==> config.mk <==
export PLATFORM = sky130hd
export DESIGN_NAME = alu_pipe
export DESIGN_NICKNAME = d
export VERILOG_FILES = /design/src/rtl/alu_pkg.sv /design/src/rtl/alu_comb.sv /design/src/rtl/alu_pipe.sv
export SDC_FILE = /design/constraint.sdc
export NUM_CORES = 1
export LEC_CHECK = 0
export BUFFER_PORTS_ARGS = -buffer_cell sky130_fd_sc_hd__buf_2
export CAP_MARGIN = 20
export CORE_MARGIN = 2
export CORE_UTILIZATION = 62
export CTS_CLUSTER_SIZE = 20
export DETAILED_ROUTE_END_ITERATION = 16
export MAX_ROUTING_LAYER = met4
export PLACE_DENSITY = 0.81
export SLEW_MARGIN = 40
export SYNTH_ARGS = -nofsm -noshare
export SYNTH_HDL_FRONTEND = slang
export SYNTH_HIERARCHICAL = 1
export SYNTH_SLANG_ARGS = --single-unit
export TNS_END_PERCENT = 50
==> constraint.sdc <==
create_clock -name clk -period 7.04 [get_ports clk]
set_input_delay 0.704 -clock clk [delete_from_list [all_inputs] [get_ports clk]]
set_output_delay 0.704 -clock clk [all_outputs]
set_load 0.02 [all_outputs]
==> src/rtl/alu_pkg.sv <==
// Shared opcode map and controller state encoding for the pipelined ALU.
package alu_pkg;

  localparam logic [3:0] OP_AND  = 4'd0;
  localparam logic [3:0] OP_OR   = 4'd1;
  localparam logic [3:0] OP_ADD  = 4'd2;
  localparam logic [3:0] OP_SLL  = 4'd3;
  localparam logic [3:0] OP_SRL  = 4'd4;
  localparam logic [3:0] OP_SRA  = 4'd5;
  localparam logic [3:0] OP_SUB  = 4'd6;
  localparam logic [3:0] OP_SLT  = 4'd7;
  localparam logic [3:0] OP_SLTU = 4'd8;
  localparam logic [3:0] OP_XOR  = 4'd9;
  localparam logic [3:0] OP_MUL  = 4'd10;
  localparam logic [3:0] OP_NOR  = 4'd12;

  typedef enum logic [1:0] {
    IDLE = 2'd0,
    MUL  = 2'd1,
    DONE = 2'd2
  } state_t;

endpackage

==> src/rtl/alu_comb.sv <==
// Single-cycle ALU datapath: result plus carry/overflow for every non-multiply opcode.
module alu_comb
  import alu_pkg::*;
#(
  parameter int unsigned WIDTH  = 32,
  parameter bit          MUL_EN = 1'b1
) (
  input  logic [WIDTH-1:0] x,
  input  logic [WIDTH-1:0] y,
  input  logic [3:0]       op,
  output logic [WIDTH-1:0] res_c,
  output logic             cflag_c,
  output logic             vflag_c,
  output logic             illegal_c
);

  localparam int unsigned W1  = WIDTH + 1;
  localparam int unsigned SHW = $clog2(WIDTH);

  logic [WIDTH:0]   sum;
  logic [WIDTH:0]   diff;
  logic [SHW-1:0]   shamt;
  logic             add_v;
  logic             sub_v;
  logic             slt_bit;
  logic             sltu_bit;

  // Shared WIDTH+1 adders; subtraction is x + ~y + 1 so diff[WIDTH] is NOT borrow.
  assign sum      = {1'b0, x} + {1'b0, y};
  assign diff     = {1'b0, x} + {1'b0, ~y} + W1'(1);
  assign shamt    = y[SHW-1:0];
  assign add_v    = (x[WIDTH-1] == y[WIDTH-1]) && (sum[WIDTH-1] != x[WIDTH-1]);
  assign sub_v    = (x[WIDTH-1] != y[WIDTH-1]) && (diff[WIDTH-1] != x[WIDTH-1]);
  assign slt_bit  = diff[WIDTH-1] ^ sub_v;
  assign sltu_bit = ~diff[WIDTH];

  // Opcode decode; every path fully assigns the result so nothing propagates X.
  always_comb begin
    res_c     = '0;
    cflag_c   = 1'b0;
    vflag_c   = 1'b0;
    illegal_c = 1'b0;
    case (op)
      OP_AND:  res_c = x & y;
      OP_OR:   res_c = x | y;
      OP_ADD: begin
        res_c   = sum[WIDTH-1:0];
        cflag_c = sum[WIDTH];
        vflag_c = add_v;
      end
      OP_SLL:  res_c = x << shamt;
      OP_SRL:  res_c = x >> shamt;
      OP_SRA:  res_c = $unsigned($signed(x) >>> shamt);
      OP_SUB: begin
        res_c   = diff[WIDTH-1:0];
        cflag_c = diff[WIDTH];
        vflag_c = sub_v;
      end
      OP_SLT:  res_c = WIDTH'(slt_bit);
      OP_SLTU: res_c = WIDTH'(sltu_bit);
      OP_XOR:  res_c = x ^ y;
      OP_MUL:  illegal_c = !MUL_EN;
      OP_NOR:  res_c = ~(x | y);
      default: illegal_c = 1'b1;
    endcase
  end

endmodule

==> src/rtl/alu_pipe.sv <==
// Registered ALU with valid/ready handshakes and an iterative shift-add multiplier.
module alu_pipe
  import alu_pkg::*;
#(
  parameter int unsigned WIDTH  = 32,
  parameter bit          MUL_EN = 1'b1
) (
  input  logic             clk,
  input  logic             rst,
  input  logic             in_valid,
  output logic             in_ready,
  input  logic [WIDTH-1:0] X,
  input  logic [WIDTH-1:0] Y,
  input  logic [3:0]       S,
  output logic             out_valid,
  input  logic             out_ready,
  output logic [WIDTH-1:0] r,
  output logic             Zflag,
  output logic             Cflag,
  output logic             Vflag,
  output logic             Nflag,
  output logic             illegal
);

  localparam int unsigned CW = $clog2(WIDTH);

  state_t           state;
  state_t           state_nxt;
  logic             is_mul;
  logic             load_op;
  logic             start_mul;
  logic             load_mul;
  logic             mul_last;
  logic             in_mul;
  logic [WIDTH-1:0] res_c;
  logic [WIDTH-1:0] acc_nxt;
  logic             cflag_c;
  logic             vflag_c;
  logic             illegal_c;

  alu_comb #(
    .WIDTH  (WIDTH),
    .MUL_EN (MUL_EN)
  ) u_comb (
    .x         (X),
    .y         (Y),
    .op        (S),
    .res_c     (res_c),
    .cflag_c   (cflag_c),
    .vflag_c   (vflag_c),
    .illegal_c (illegal_c)
  );

  assign is_mul    = MUL_EN && (S == OP_MUL);
  assign in_mul    = (state == MUL);
  assign out_valid = (state == DONE);

  // Controller state register.
  always_ff @(posedge clk) begin
    if (rst) state <= IDLE;
    else     state <= state_nxt;
  end

  // Next-state, handshake and datapath-load decode.
  always_comb begin
    state_nxt = state;
    in_ready  = 1'b0;
    load_op   = 1'b0;
    start_mul = 1'b0;
    load_mul  = 1'b0;
    case (state)
      IDLE:    in_ready = 1'b1;
      DONE:    in_ready = out_ready;
      MUL: begin
        if (mul_last) begin
          load_mul  = 1'b1;
          state_nxt = DONE;
        end
      end
      default: state_nxt = IDLE;
    endcase
    if (in_ready && in_valid) begin
      if (is_mul) begin
        start_mul = 1'b1;
        state_nxt = MUL;
      end else begin
        load_op   = 1'b1;
        state_nxt = DONE;
      end
    end else if ((state == DONE) && out_ready) begin
      state_nxt = IDLE;
    end
  end

  // Result and flag registers: only written on the way into DONE.
  always_ff @(posedge clk) begin
    if (rst) begin
      r       <= '0;
      Zflag   <= 1'b0;
      Cflag   <= 1'b0;
      Vflag   <= 1'b0;
      Nflag   <= 1'b0;
      illegal <= 1'b0;
    end else if (load_op) begin
      r       <= res_c;
      Zflag   <= (res_c == '0);
      Cflag   <= cflag_c;
      Vflag   <= vflag_c;
      Nflag   <= res_c[WIDTH-1];
      illegal <= illegal_c;
    end else if (load_mul) begin
      r       <= acc_nxt;
      Zflag   <= (acc_nxt == '0);
      Cflag   <= 1'b0;
      Vflag   <= 1'b0;
      Nflag   <= acc_nxt[WIDTH-1];
      illegal <= 1'b0;
    end
  end

  generate
    if (MUL_EN) begin : g_mul
      logic [WIDTH-1:0] mcand;
      logic [WIDTH-1:0] mplier;
      logic [WIDTH-1:0] acc;
      logic [CW-1:0]    cnt;

      assign acc_nxt  = acc + (mplier[0] ? mcand : '0);
      assign mul_last = (cnt == CW'(WIDTH - 1));

      // One multiplier bit per cycle: add shifted multiplicand when the bit is set.
      always_ff @(posedge clk) begin
        if (rst) begin
          mcand  <= '0;
          mplier <= '0;
          acc    <= '0;
          cnt    <= '0;
        end else if (start_mul) begin
          mcand  <= X;
          mplier <= Y;
          acc    <= '0;
          cnt    <= '0;
        end else if (in_mul) begin
          mcand  <= mcand << 1;
          mplier <= mplier >> 1;
          acc    <= acc_nxt;
          cnt    <= cnt + CW'(1);
        end
      end
    end else begin : g_nomul
      assign acc_nxt  = '0;
      assign mul_last = 1'b1;
    end
  endgenerate

endmodule
==> reports/qor.txt <==
status: finished, final reports clean
post-synthesis adder-cell area fraction: 0.1103
synthesized area: 0.01627 mm²
Post-Synth XOR/XNOR Area: 0.02746
vias in the first global route: 17750
initial DRC count: 2899
DRC errors left: 0
Die Area: 0.02755 mm²
placed inst area: 0.01691 mm²
1st-pass router iterations: 7
site row count: 59
first-pass GRT wire length: 107200 µm
Synth area leaders: dfxtp_1 17%, ha_1 11%, a21oi_1 7.2%
Post-synth top flop: dfxtp_1
drt wl/cell: 27.26 µm
Ports: 111
Final Skew: 0.01648 ns
synth warn: 6
routability cong.: 1.169
worst hold path type: flop to flop
Final Slew Violations: 0
Yosys reg bits: 139
Synth top area share: 0.1710
CP Max Fanout: 12
Worst slew margin: 0.3918
DR vias/cell: 7.356
Reg clk slew, reported paths: 0.08 ns
DIE HEIGHT: 166.0 µm
vias post-DR: 19390
Die W: 166.0 µm
post-route minimum period: 5.493 ns
clk_lat worst skew: 0.44 ns
CP Capture Type: flop
hold buffers post-CTS: 0
Mean Syn Cell Area: 7.092 µm²
CTS tree: done
syn nets: 2507
setup_tns: 0 ns
pin count of the biggest net entering global routing: 84
antenna-violating nets left: 0
Post-Synth Simple-Gate Area: 0.2276
core area: 0.02591 mm²
number of post-CTS setup repair buffers: 0
total clock sinks: 139
most instantiated cells after synthesis: 302 x nand2_1, 263 x nor2_1, 235 x a21oi_1
Final period util: 0.7802
post-synthesis sequential area ratio: 0.1710
Max Fclk: 182.1 MHz
pre-CTS WS: 1.317 ns
antenna violations before repair: 3
main combinational cell family by area after synthesis: compound AO/OA/AOI/OAI gates
Least-Margin Pin Slew: 0.9028 ns
I/O Buffers: 110
Hold Path Depth: 2
final core occ: 0.6757
H-tree depth: 4
EDFF count, synth: 0
RSZ-0062 raised after global routing: no
mux cell area share after synthesis: 0.08506
Final setup viols: 0
Lkg Pwr: 0.007252 µW
worst path required time: 7.41 ns
GR Util All Layers: 0.5154
Pwr Density: 153.3 mW/mm²
final worst slack: 1.547 ns
synth unique cells: 85
leading area contributor after synthesis: dfxtp_1
WP data arrival: 5.87 ns
CTS root buf: clkbuf_16
CP Launch Type: input pin
Inserted Clock Buffers: 17
clk buf depth: 2
design area: 0.01751 mm²
R2R cell count: 14
most common cell in the netlist: nand2_1
Compound-Gate Fraction of Synth Area: 0.3125
maximum vdd drop: 0.1655 mV
final hold viol count: 0
Async SR Flop Fraction: 0
Layout Nets: 2498
grt total ovfl: 0
final WL: 71850 µm
dpl hpwl: 53340 µm
layout cells sized above 1: 0.1105
Setup CP Type: input pin to flop
Mapped Cells: 2294
MaxCap Viol Count: 0
# resized after CTS: 0
Layout area overhead: 7.621%
Initial Utilization: 0.6279
## logic make-up after synthesis
family	Yosys count
flip-flops	139
XOR/XNOR	51
multiplexers	97
buffers and inverters	283
AO/OA/AOI/OAI	763
AND/OR/NAND/NOR	820
adder cells (fa/ha/maj)	141
## worst paths after layout
path | from | end | slack (ns)
worst max-delay path | X[11] | Zflag | 1.55
worst min-delay path | g_mul.mplier[24] | g_mul.mplier[24] | 0.46
worst max register to register | g_mul.mplier[0] | Zflag | 2.62
worst min register to register | g_mul.mplier[24] | g_mul.mplier[24] | 0.46
## metal layers
layer / share of wire / GRT usage / wire [µm]
met1: 0.35 / 0.6127 / 25490
met2: 0.42 / 0.7550 / 29970
met3: 0.13 / 0.1323 / 9634
met4: 0.094 / 0.3743 / 6756
met5: 0 / - / 0
## through the flow
step	power, µW	hold slack [ns]	instances
3_5_place_dp	1736	0.4470	2601
3_3_place_gp	1732	0.4407	2600
6_report	2685	0.4590	2636
5_1_grt	2743	0.4751	2636
2_1_floorplan	1421	0.4360	2294
4_1_cts	2619	0.4574	2633
## area by class of cell
| cell class | count | area (µm²) |
|---|---|---|
| diodes | 3 | 7.507 |
| clock buffers | 17 | 425.4 |
| clock inverters | 15 | 147.6 |
| fillers | 2256 | 8402 |
| inverters | 111 | 416.7 |
| multi-input cells | 1872 | 12480 |
| flip-flops and latches | 139 | 2783 |
| well taps | 335 | 419.2 |
| repair buffers | 144 | 825.8 |
## flip-flops by register name, summed over array words and instances (netlist names)
| name | count |
|---|---|
| Vflag | 1 |
| g_mul.acc | 32 |
| r | 32 |
| state | 2 |
| illegal | 1 |
| g_mul.mcand | 32 |
| g_mul.cnt | 5 |
| Cflag | 1 |
| Zflag | 1 |
| g_mul.mplier | 32 |
## report_power, final
group	internal [µW]	leakage, µW	switching [µW]
clock network	470	0.000277	434
registers	807	0.00112	16.8
logic	304	0.00585	652
## critical path: stages
cell and delay [ns]:
buf_2 0.22, inv_1 0.07, ha_1 0.43, or3_1 0.46, or4_4 0.47, a2111oi_4 0.35, nor4_2 0.14, a21oi_1 0.24
o22ai_1 0.19, o221ai_1 0.34, a21oi_1 0.12, o21bai_1 0.16, fa_1 0.19, or3_1 0.10, a21oi_1 0.05, a2111oi_0 0.53
nand3_1 0.25, nor4_1 0.27, nand4_1 0.12, nor3_1 0.16, a31oi_1 0.07, nor2_1 0.12, a21o_1 0.10
## cell usage in the layout (no fill, tap or decap), types with 8 or more instances in the layout
master,synthesis,layout
or3_1,13,13
mux4_2,32,32
o211ai_1,24,24
dfxtp_1,139,139
a22oi_1,63,63
o21ai_1,21,21
o21bai_1,21,21
a221o_1,15,15
mux2_2,8,8
o21ai_0,115,115
ha_1,137,137
xnor2_1,31,31
a221oi_1,37,37
mux2i_1,55,55
buf_2,7,108
and2_1,42,42
nor4_1,22,21
clkbuf_16,0,17
nor2_1,263,260
xor2_1,20,20
nand2b_1,14,13
nand4_1,12,12
buf_4,1,33
a31oi_1,17,17
a211o_1,11,11
nor2b_1,16,15
o31ai_1,12,10
a211oi_1,37,37
and3_1,15,15
inv_1,107,107
o22ai_1,13,13
a311oi_1,35,35
nand3_1,42,41
nor3_1,37,36
nand2_1,302,301
a21oi_1,235,235
a21o_1,27,27
No activity file was read; power rests on OpenSTA's default activity.
